==> src/rtl/soc.sv <==
// soc - processing-in-memory compute top.
//
// A 16 x 32-bit on-chip memory feeds a sequencer that repeatedly computes
// rotated dot products  acc = sum_i mem[i] * mem[(i+p) mod 16],
// writes each result back into mem[p] and publishes it on GPIO.
// A single busy input freezes every register for as long as it is high.
//
// Ports:
//   clk   - system clock, rising edge
//   rstN  - asynchronous active-low reset (also re-initialises memory)
//   busy  - synchronous stall request; all state holds while 1
//   GPIO  - registered 32-bit result port
//
// Build option:
//   SOC_GPIO_TAG_EN - when defined, GPIO = {tag[7:0], acc[23:0]} with an
//                     8-bit pass tag; when undefined, GPIO = acc and no tag
//                     register exists.
//
// state  | meaning
// -------+--------------------------------------------------------------
// IDLE   | one cycle after reset, clears index/accumulator
// MAC    | one multiply-accumulate per cycle, i = 0..15
// DONE   | write back mem[p], publish GPIO, advance p (and tag)

module soc (
  input  logic        clk,
  input  logic        rstN,
  input  logic        busy,
  output logic [31:0] GPIO
);

  typedef enum logic [1:0] {
    S_IDLE = 2'd0,
    S_MAC  = 2'd1,
    S_DONE = 2'd2
  } state_t;

  state_t      r_state;
  state_t      w_state_next;

  logic [31:0] r_mem [16];
  logic [3:0]  r_p;
  logic [3:0]  r_i;
  logic [31:0] r_acc;
  logic [31:0] r_gpio;

  logic [3:0]  w_idx_b;
  logic [31:0] w_prod;
  logic [31:0] w_gpio_next;

  // 4-bit add wraps naturally, giving the (i+p) mod 16 rotation.
  assign w_idx_b = r_i + r_p;
  assign w_prod  = r_mem[r_i] * r_mem[w_idx_b];

  always_comb begin
    w_state_next = r_state;
    if (!busy) begin
      case (r_state)
        S_IDLE:  w_state_next = S_MAC;
        S_MAC:   w_state_next = (r_i == 4'd15) ? S_DONE : S_MAC;
        S_DONE:  w_state_next = S_MAC;
        default: w_state_next = S_IDLE;
      endcase
    end
  end

  always_ff @(posedge clk or negedge rstN) begin
    if (!rstN) begin
      r_state <= S_IDLE;
    end else begin
      r_state <= w_state_next;
    end
  end

`ifdef SOC_GPIO_TAG_EN
  logic [7:0] r_tag;

  always_ff @(posedge clk or negedge rstN) begin
    if (!rstN) begin
      r_tag <= 8'd0;
    end else if (!busy && r_state == S_DONE) begin
      r_tag <= r_tag + 8'd1;
    end
  end

  // Tag published is the pre-increment value, so pass 0 carries tag 0.
  assign w_gpio_next = {r_tag, r_acc[23:0]};
`else
  assign w_gpio_next = r_acc;
`endif

  always_ff @(posedge clk or negedge rstN) begin
    if (!rstN) begin
      for (int k = 0; k < 16; k++) begin
        r_mem[k] <= 32'(k + 1);
      end
      r_p    <= 4'd0;
      r_i    <= 4'd0;
      r_acc  <= 32'd0;
      r_gpio <= 32'd0;
    end else if (!busy) begin
      case (r_state)
        S_IDLE: begin
          r_i   <= 4'd0;
          r_acc <= 32'd0;
        end
        S_MAC: begin
          r_acc <= r_acc + w_prod;
          r_i   <= r_i + 4'd1;
        end
        S_DONE: begin
          r_mem[r_p] <= r_acc;
          r_gpio     <= w_gpio_next;
          r_p        <= r_p + 4'd1;
          r_i        <= 4'd0;
          r_acc      <= 32'd0;
        end
        default: begin
        end
      endcase
    end
  end

  assign GPIO = r_gpio;

endmodule

==> config.mk <==
export PLATFORM = sky130hd
export DESIGN_NAME = soc
export DESIGN_NICKNAME = d
export VERILOG_FILES = /design/src/rtl/soc.sv
export SDC_FILE = /design/constraint.sdc
export NUM_CORES = 2
export LEC_CHECK = 0
export ABC_CLOCK_PERIOD_IN_PS = 18400
export BUFFER_PORTS_ARGS = -buffer_cell sky130_fd_sc_hd__buf_2
export CAP_MARGIN = 20
export CORE_ASPECT_RATIO = 0.5
export CORE_UTILIZATION = 35
export CTS_BUF_LIST = sky130_fd_sc_hd__clkbuf_8
export DETAILED_ROUTE_END_ITERATION = 12
export PLACE_DENSITY = 0.58
export SLEW_MARGIN = 20
export SYNTH_ARGS = -nofsm -noshare
export SYNTH_HDL_FRONTEND = slang
export SYNTH_SLANG_ARGS = --single-unit
==> constraint.sdc <==
create_clock -name clk -period 18.4 [get_ports clk]
set_input_delay 2.76 -clock clk [delete_from_list [all_inputs] [get_ports clk]]
set_output_delay 2.76 -clock clk [all_outputs]
set_load 0.1 [all_outputs]
# --- Word-level counts from Yosys, hierarchy flattened ---
# Cells that the tools add are included.
# Widths: inputs -> output; s select.
classes:
  bitwise_logic: 4
  eq_ne: 3
  order_cmp: 4
  mul: 1
  mux: 13
  addsub: 4
  reduce_logical: 6
ops:
  columns: ["op", "count"]
  rows:
  - ["$bwmux 512", 1]
  - ["$bmux 32 s4", 2]
  - ["$mux 32", 5]
  - ["$demux 32 s4", 1]
  - ["$pmux 32 s2", 1]
  - ["$add 32x32->32", 1]
  - ["$mul 32x32->32", 1]
  - ["$ge 5x5->1 const B", 3]
  - ["$not 4->5", 3]
  - ["$add 4x1->4 const B", 2]
  - ["$pmux 4 s2", 1]
  - ["$lt 5x1->1 const B", 1]
  - ["$add 4x4->4", 1]
  - ["$eq 4x4->1 const B", 1]
  - ["$pmux 2 s2", 1]
  - ["$reduce_and 2->1", 2]
  - ["$eq 2x1->1 const B", 1]
  - ["$eq 2x2->1 const B", 1]
  - ["$logic_not 2->1", 1]
  - ["$mux 2", 1]
  - ["$reduce_bool 2->1", 1]
  - ["$reduce_or 2->1", 1]
  - ["$logic_and 1x1->1", 1]
  - ["$not 1->1", 1]
totals:
  output_inout_bits: 32
  elab_cells: 56
  reg_bits: 586

# --- Longest topological paths before layout ---
depth:
  word_depth: 8
  ltp_mapped: 40
  depth_no_buf: 36

# --- Least setup slack after synthesis ---
# No wires, ideal clock.
synth_timing:
  kind: "register to register"
  startpoint: "reg r_p[0]"
  endpoint: "reg r_acc[31]"
  t_arrival_ps: 9214
  stages_incl_launch_ff: 38
  n_path_buf: 5
  slack_ps: 9065
  setup_ps: 121
  period_less_slack_ps: 9335
  path_cell_list: "dfrtp_1 > ha_1 > fa_1 > xnor2_1 > clkbuf_1 > clkbuf_1 > clkbuf_1 > nand2_1 > nand3_1 > o21a_1 > clkbuf_1 > clkbuf_1 > nand2_1 > fa_1 > fa_1 > inv_1 > fa_1 > inv_1 > [... 2 more ...] > fa_1 > fa_1 > fa_1 > inv_1 > fa_1 > inv_1 > ha_1 > a21o_1 > a21o_1 > a21oi_1 > o22ai_1 > nor2_1 > o21ai_0 > nor3_1 > nor2_1 > a311o_1 > xnor3_1 > a22o_1"
synth_via:
  elab_chain_len: 8
synth_rtl:
  columns: ["element", "line", "rtl"]
  rows:
  - ["start: declaration", "42", "logic [3:0] r_p;"]
  - ["start signal: assignment", "114", "r_p <= r_p + 4'd1;"]
  - ["$add 4x4->4", "52", "assign w_idx_b = r_i + r_p;"]
  - ["$not 4->5 (not written as such)", "53", "assign w_prod = r_mem[r_i] * r_mem[w_idx_b];"]
  - ["$bmux 32 s4", "53", null]
  - ["$mux 32 (not written as such) (2 in series)", "53", null]
  - ["$mul 32x32->32", "53", null]
  - ["$add 32x32->32", "108", "r_acc <= r_acc + w_prod;"]
  - ["$pmux 32 s2", "102", "case (r_state)"]
  - ["end signal: assignment", "108", null]
  - ["end: declaration", "44", "logic [31:0] r_acc;"]
# Every way passes these cells. The select of a mux whose other input is x is not followed.
# A chain may end at the register's enable or synchronous reset.

# --- Worst setup path in the final report ---
layout_timing:
  startpoint: "reg r_i[0]"
  endpoint: "reg r_acc[31]"
layout_via:
  elab_chain_len: 8
layout_rtl:
  columns: ["element", "line", "rtl"]
  rows:
  - ["start: declaration", "43", "logic [3:0] r_i;"]
  - ["start signal: assignment", "109", "r_i <= r_i + 4'd1;"]
  - ["$add 4x4->4", "52", null]
  - ["$not 4->5 (not written as such)", "53", null]
  - ["$bmux 32 s4", "53", null]
  - ["$mux 32 (not written as such) (2 in series)", "53", null]
  - ["$mul 32x32->32 (*)", "53", null]
  - ["$add 32x32->32 (*)", "108", null]
  - ["$pmux 32 s2 (*)", "102", null]
# Mark *: on every way between the ends. The rest lies on a longest branch, timed or not. The select of a mux whose other input is x is not followed.

==> results.ini <==
[synthesis]
syn_inst=4121
synth_ff_type=dfrtp_1
synth_nets=4695
yosysWarnings=0
synth_async_sr_flop_share=1.00
synth_top_area_share=0.302
netlist_area_um2=45900
yosysSeqAreaShare=0.321
synth_edf_count=0
ys_ff_latch=586
synth_area_leaders=dfrtp_1 30%, fa_1 19%, mux4_2 13%, mux2_2 8.3%, inv_1 4.2%
syn_avg_cell_area_um2=11.1
synth_area_leader_cell=dfrtp_1
yosys.cell_types.count=52

[flow_run]
max_cap_viol_count=0

[clock_network]
numCtsBuffers=101
post_cts_buffers=0
clock_latency_ps=760
cts-root-buf=clkbuf_8
cts_tree=done
cts_buffer_depth=3
numClockSinks=586
cts-resized-gates=0
cts_hold_buf=0
cts.clk_slew.worst_paths_ps=70
htreeDepth=3

[die]
dieArea_um2=133000
ioPinCount=35
initial_core_util=0.355
die_w_um=514
rows=93
die_h_um=258
coreArea_um2=129000

[finish]
most-common-layout-cells=549 x dfrtp_1, 545 x inv_1, 497 x nand2_1, 438 x fa_1, 339 x mux2_2
nets=4641
area_growth_pct=9.21
final_cells=5905
n_fill_cell=12560
layout_commonest_cell=dfrtp_1
layout-drive-gt1-share=0.243

[routing]
drc=0
avgRoutedWirePerCell_um=23.7
drt_iter0_markers=2942
wirelength_um=140000
via_per_inst=5.36
ant_nets=0
firstDrtPassIters=5
num_vias=31626

[pwr]
p_comb_frac=0.670
ir_worst_vdd_mv=0.250
internal-power_w=0.00415
p_leak_nw=23.1
swShare=0.521
p_per_area_nw_per_um2=173
switchingPower_w=0.00452
seq_power_share=0.189
clkPwrFrac=0.142

[setup_path]
cp-start-kind=flip-flop
crit_path_start=r_i[0]$_DFFE_PN0P_
worstSetupEndpointType=flip-flop
cp_top_family=adder cells
cpMostUsedCell=fa_1
r2r_start=r_i[0]$_DFFE_PN0P_
cp.required_ps=19030
crit_buf_inv=9
crit_fanout=52
worstPathArrival_ps=12650
criticalPathCategory=flip-flop to flip-flop
cp_slowest_cell=fa_4
slowest_delay_ps=1380

[global_route]
grt_max_degree=178
grt_pass1_vias=33754
antenna_found_initial=9
track_usage=0.214
grt_pass1_wl_um=214000
grt_overflow=0

[sta]
drv_slew=0
setup_viol=0
grt_setup_unrepaired=no
period_share=0.654
setup_slack_ps=6370
maxSlewHeadroom=0.177
worstMarginPinSlew_ps=1230
fin_crit_ps=12030
fin_tns_setup_ps=0
fmax_ghz=0.0831
hold_viol=0
finalClockSkew_ps=52.2

[placement]
detailedPlace.worstSlack_ps=6500
gp_congestion=0.894
place_inst=5721
dp_hpwl_um=92700
io_buffers=34

[hold_path]
holdCritStartpoint=r_mem[227]$_DFFE_PN1P_
min_path_type=flip-flop to flip-flop

[status]
status=completed

## per-layer routing
| layer | vias to the layer above | part of all wire | GRT usage |
|---|---|---|---|
| met3 | 242 | 0.086 | 0.0426 |
| li1 | 13447 | - | - |
| met2 | 1248 | 0.46 | 0.341 |
| met4 | 4 | 0.030 | 0.0659 |
| met5 | - | 0.00028 | 0 |
| met1 | 16685 | 0.42 | 0.294 |
## cells in the mapped netlist (2+ instances only)
| cell | n |
|---|---|
| a211oi_1 | 16 |
| a21o_1 | 19 |
| a21oi_1 | 36 |
| a21oi_2 | 2 |
| a22o_1 | 7 |
| a31oi_1 | 11 |
| and2_1 | 23 |
| buf_1 | 13 |
| buf_12 | 2 |
| buf_2 | 27 |
| buf_4 | 16 |
| buf_6 | 14 |
| clkbuf_1 | 202 |
| dfrtp_1 | 553 |
| dfstp_2 | 33 |
| fa_1 | 439 |
| ha_1 | 132 |
| inv_1 | 512 |
| mux2_2 | 339 |
| mux2i_1 | 39 |
| mux4_2 | 260 |
| nand2_1 | 497 |
| nand2b_1 | 50 |
| nand3_1 | 39 |
| nand4_1 | 4 |
| nor2_1 | 334 |
| nor2b_1 | 28 |
| nor3_1 | 6 |
| o21a_1 | 9 |
| o21ai_0 | 270 |
| o21ai_1 | 25 |
| o21ai_2 | 5 |
| o21bai_1 | 2 |
| o31ai_1 | 3 |
| or2_2 | 48 |
| xnor2_1 | 71 |
| xnor3_1 | 2 |
| xor2_1 | 18 |
| xor2_2 | 2 |
## area by class of cell
class,count,area [um^2],area share
tap,1757,2200,0.0439
multi-input combinational,2747,28300,0.565
inverter,514,1930,0.0385
timing repair buffer,117,845,0.0169
clock inverter,54,335,0.00669
clock buffer,128,1760,0.0352
antenna,2,5.00,0.0000999
sequential,586,14700,0.294
## per-stage QoR
| step | hold WS (ps) | total power [W] | util | cell area, um^2 |
|---|---|---|---|---|
| global route | 522 | 0.00933 | 0.387 | 50100 |
| global placement | 472 | 0.00733 | 0.371 | 48000 |
| CTS | 490 | 0.00869 | 0.387 | 50100 |
| finish | 490 | 0.00867 | 0.387 | 50100 |
| floorplan | 461 | 0.00558 | - | 45900 |
| detailed placement | 481 | 0.00740 | 0.371 | 48000 |
## flip-flops by register name (all words and copies together) (netlist names)
signal and count:
r_mem 512, GPIO 32, r_acc 32, r_i 4
r_p 4, r_state 2
## cells by family (layout without fill, tap and decap cells)
group | Yosys count | in the layout | synth area share
mux | 638 | 638 | 0.219
buf+inv | 788 | 813 | 0.0695
other cells | 0 | 2 | 0
xor+xnor | 94 | 94 | 0.0190
compound gates | 412 | 412 | 0.0497
flops | 586 | 586 | 0.321
simple gates | 1032 | 1032 | 0.0942
fa+ha+maj | 571 | 571 | 0.228
## power groups by stage
stage                     combinational (W)  sequential (W)  clock, W
after floorplan                     0.00401         0.00157         0
after CTS                           0.00580         0.00163   0.00126
after detailed placement            0.00574         0.00165         0
final                               0.00581         0.00164   0.00123
after global routing                0.00638         0.00165   0.00131
after global placement              0.00568         0.00165         0
## worst register-to-register path: cells and delay by family (launching register included)
kind / cells / cell delay [ps]
flip-flops: 1 / 820
XOR/XNOR: 1 / 200
multiplexers: 1 / 440
AND/OR/NAND/NOR: 6 / 710
AO/OA/AOI/OAI: 8 / 1560
adder cells (fa/ha/maj): 11 / 6110
buffers and inverters: 9 / 2100
## path summary, 6_finish.rpt
kind	cells after the start	endpoint	slack [ps]
worst max-delay path	36	r_acc[31]$_DFFE_PN0P_	6370
worst min-delay path	2	r_mem[227]$_DFFE_PN1P_	490
worst max register to register	36	r_acc[31]$_DFFE_PN0P_	6370
worst min register to register	2	r_mem[227]$_DFFE_PN1P_	490
max in group asynchronous	4	r_mem[468]$_DFFE_PN0P_	13290
min in group asynchronous	1	r_mem[191]$_DFFE_PN0P_	2150
No activity file was read; power rests on OpenSTA's default activity.
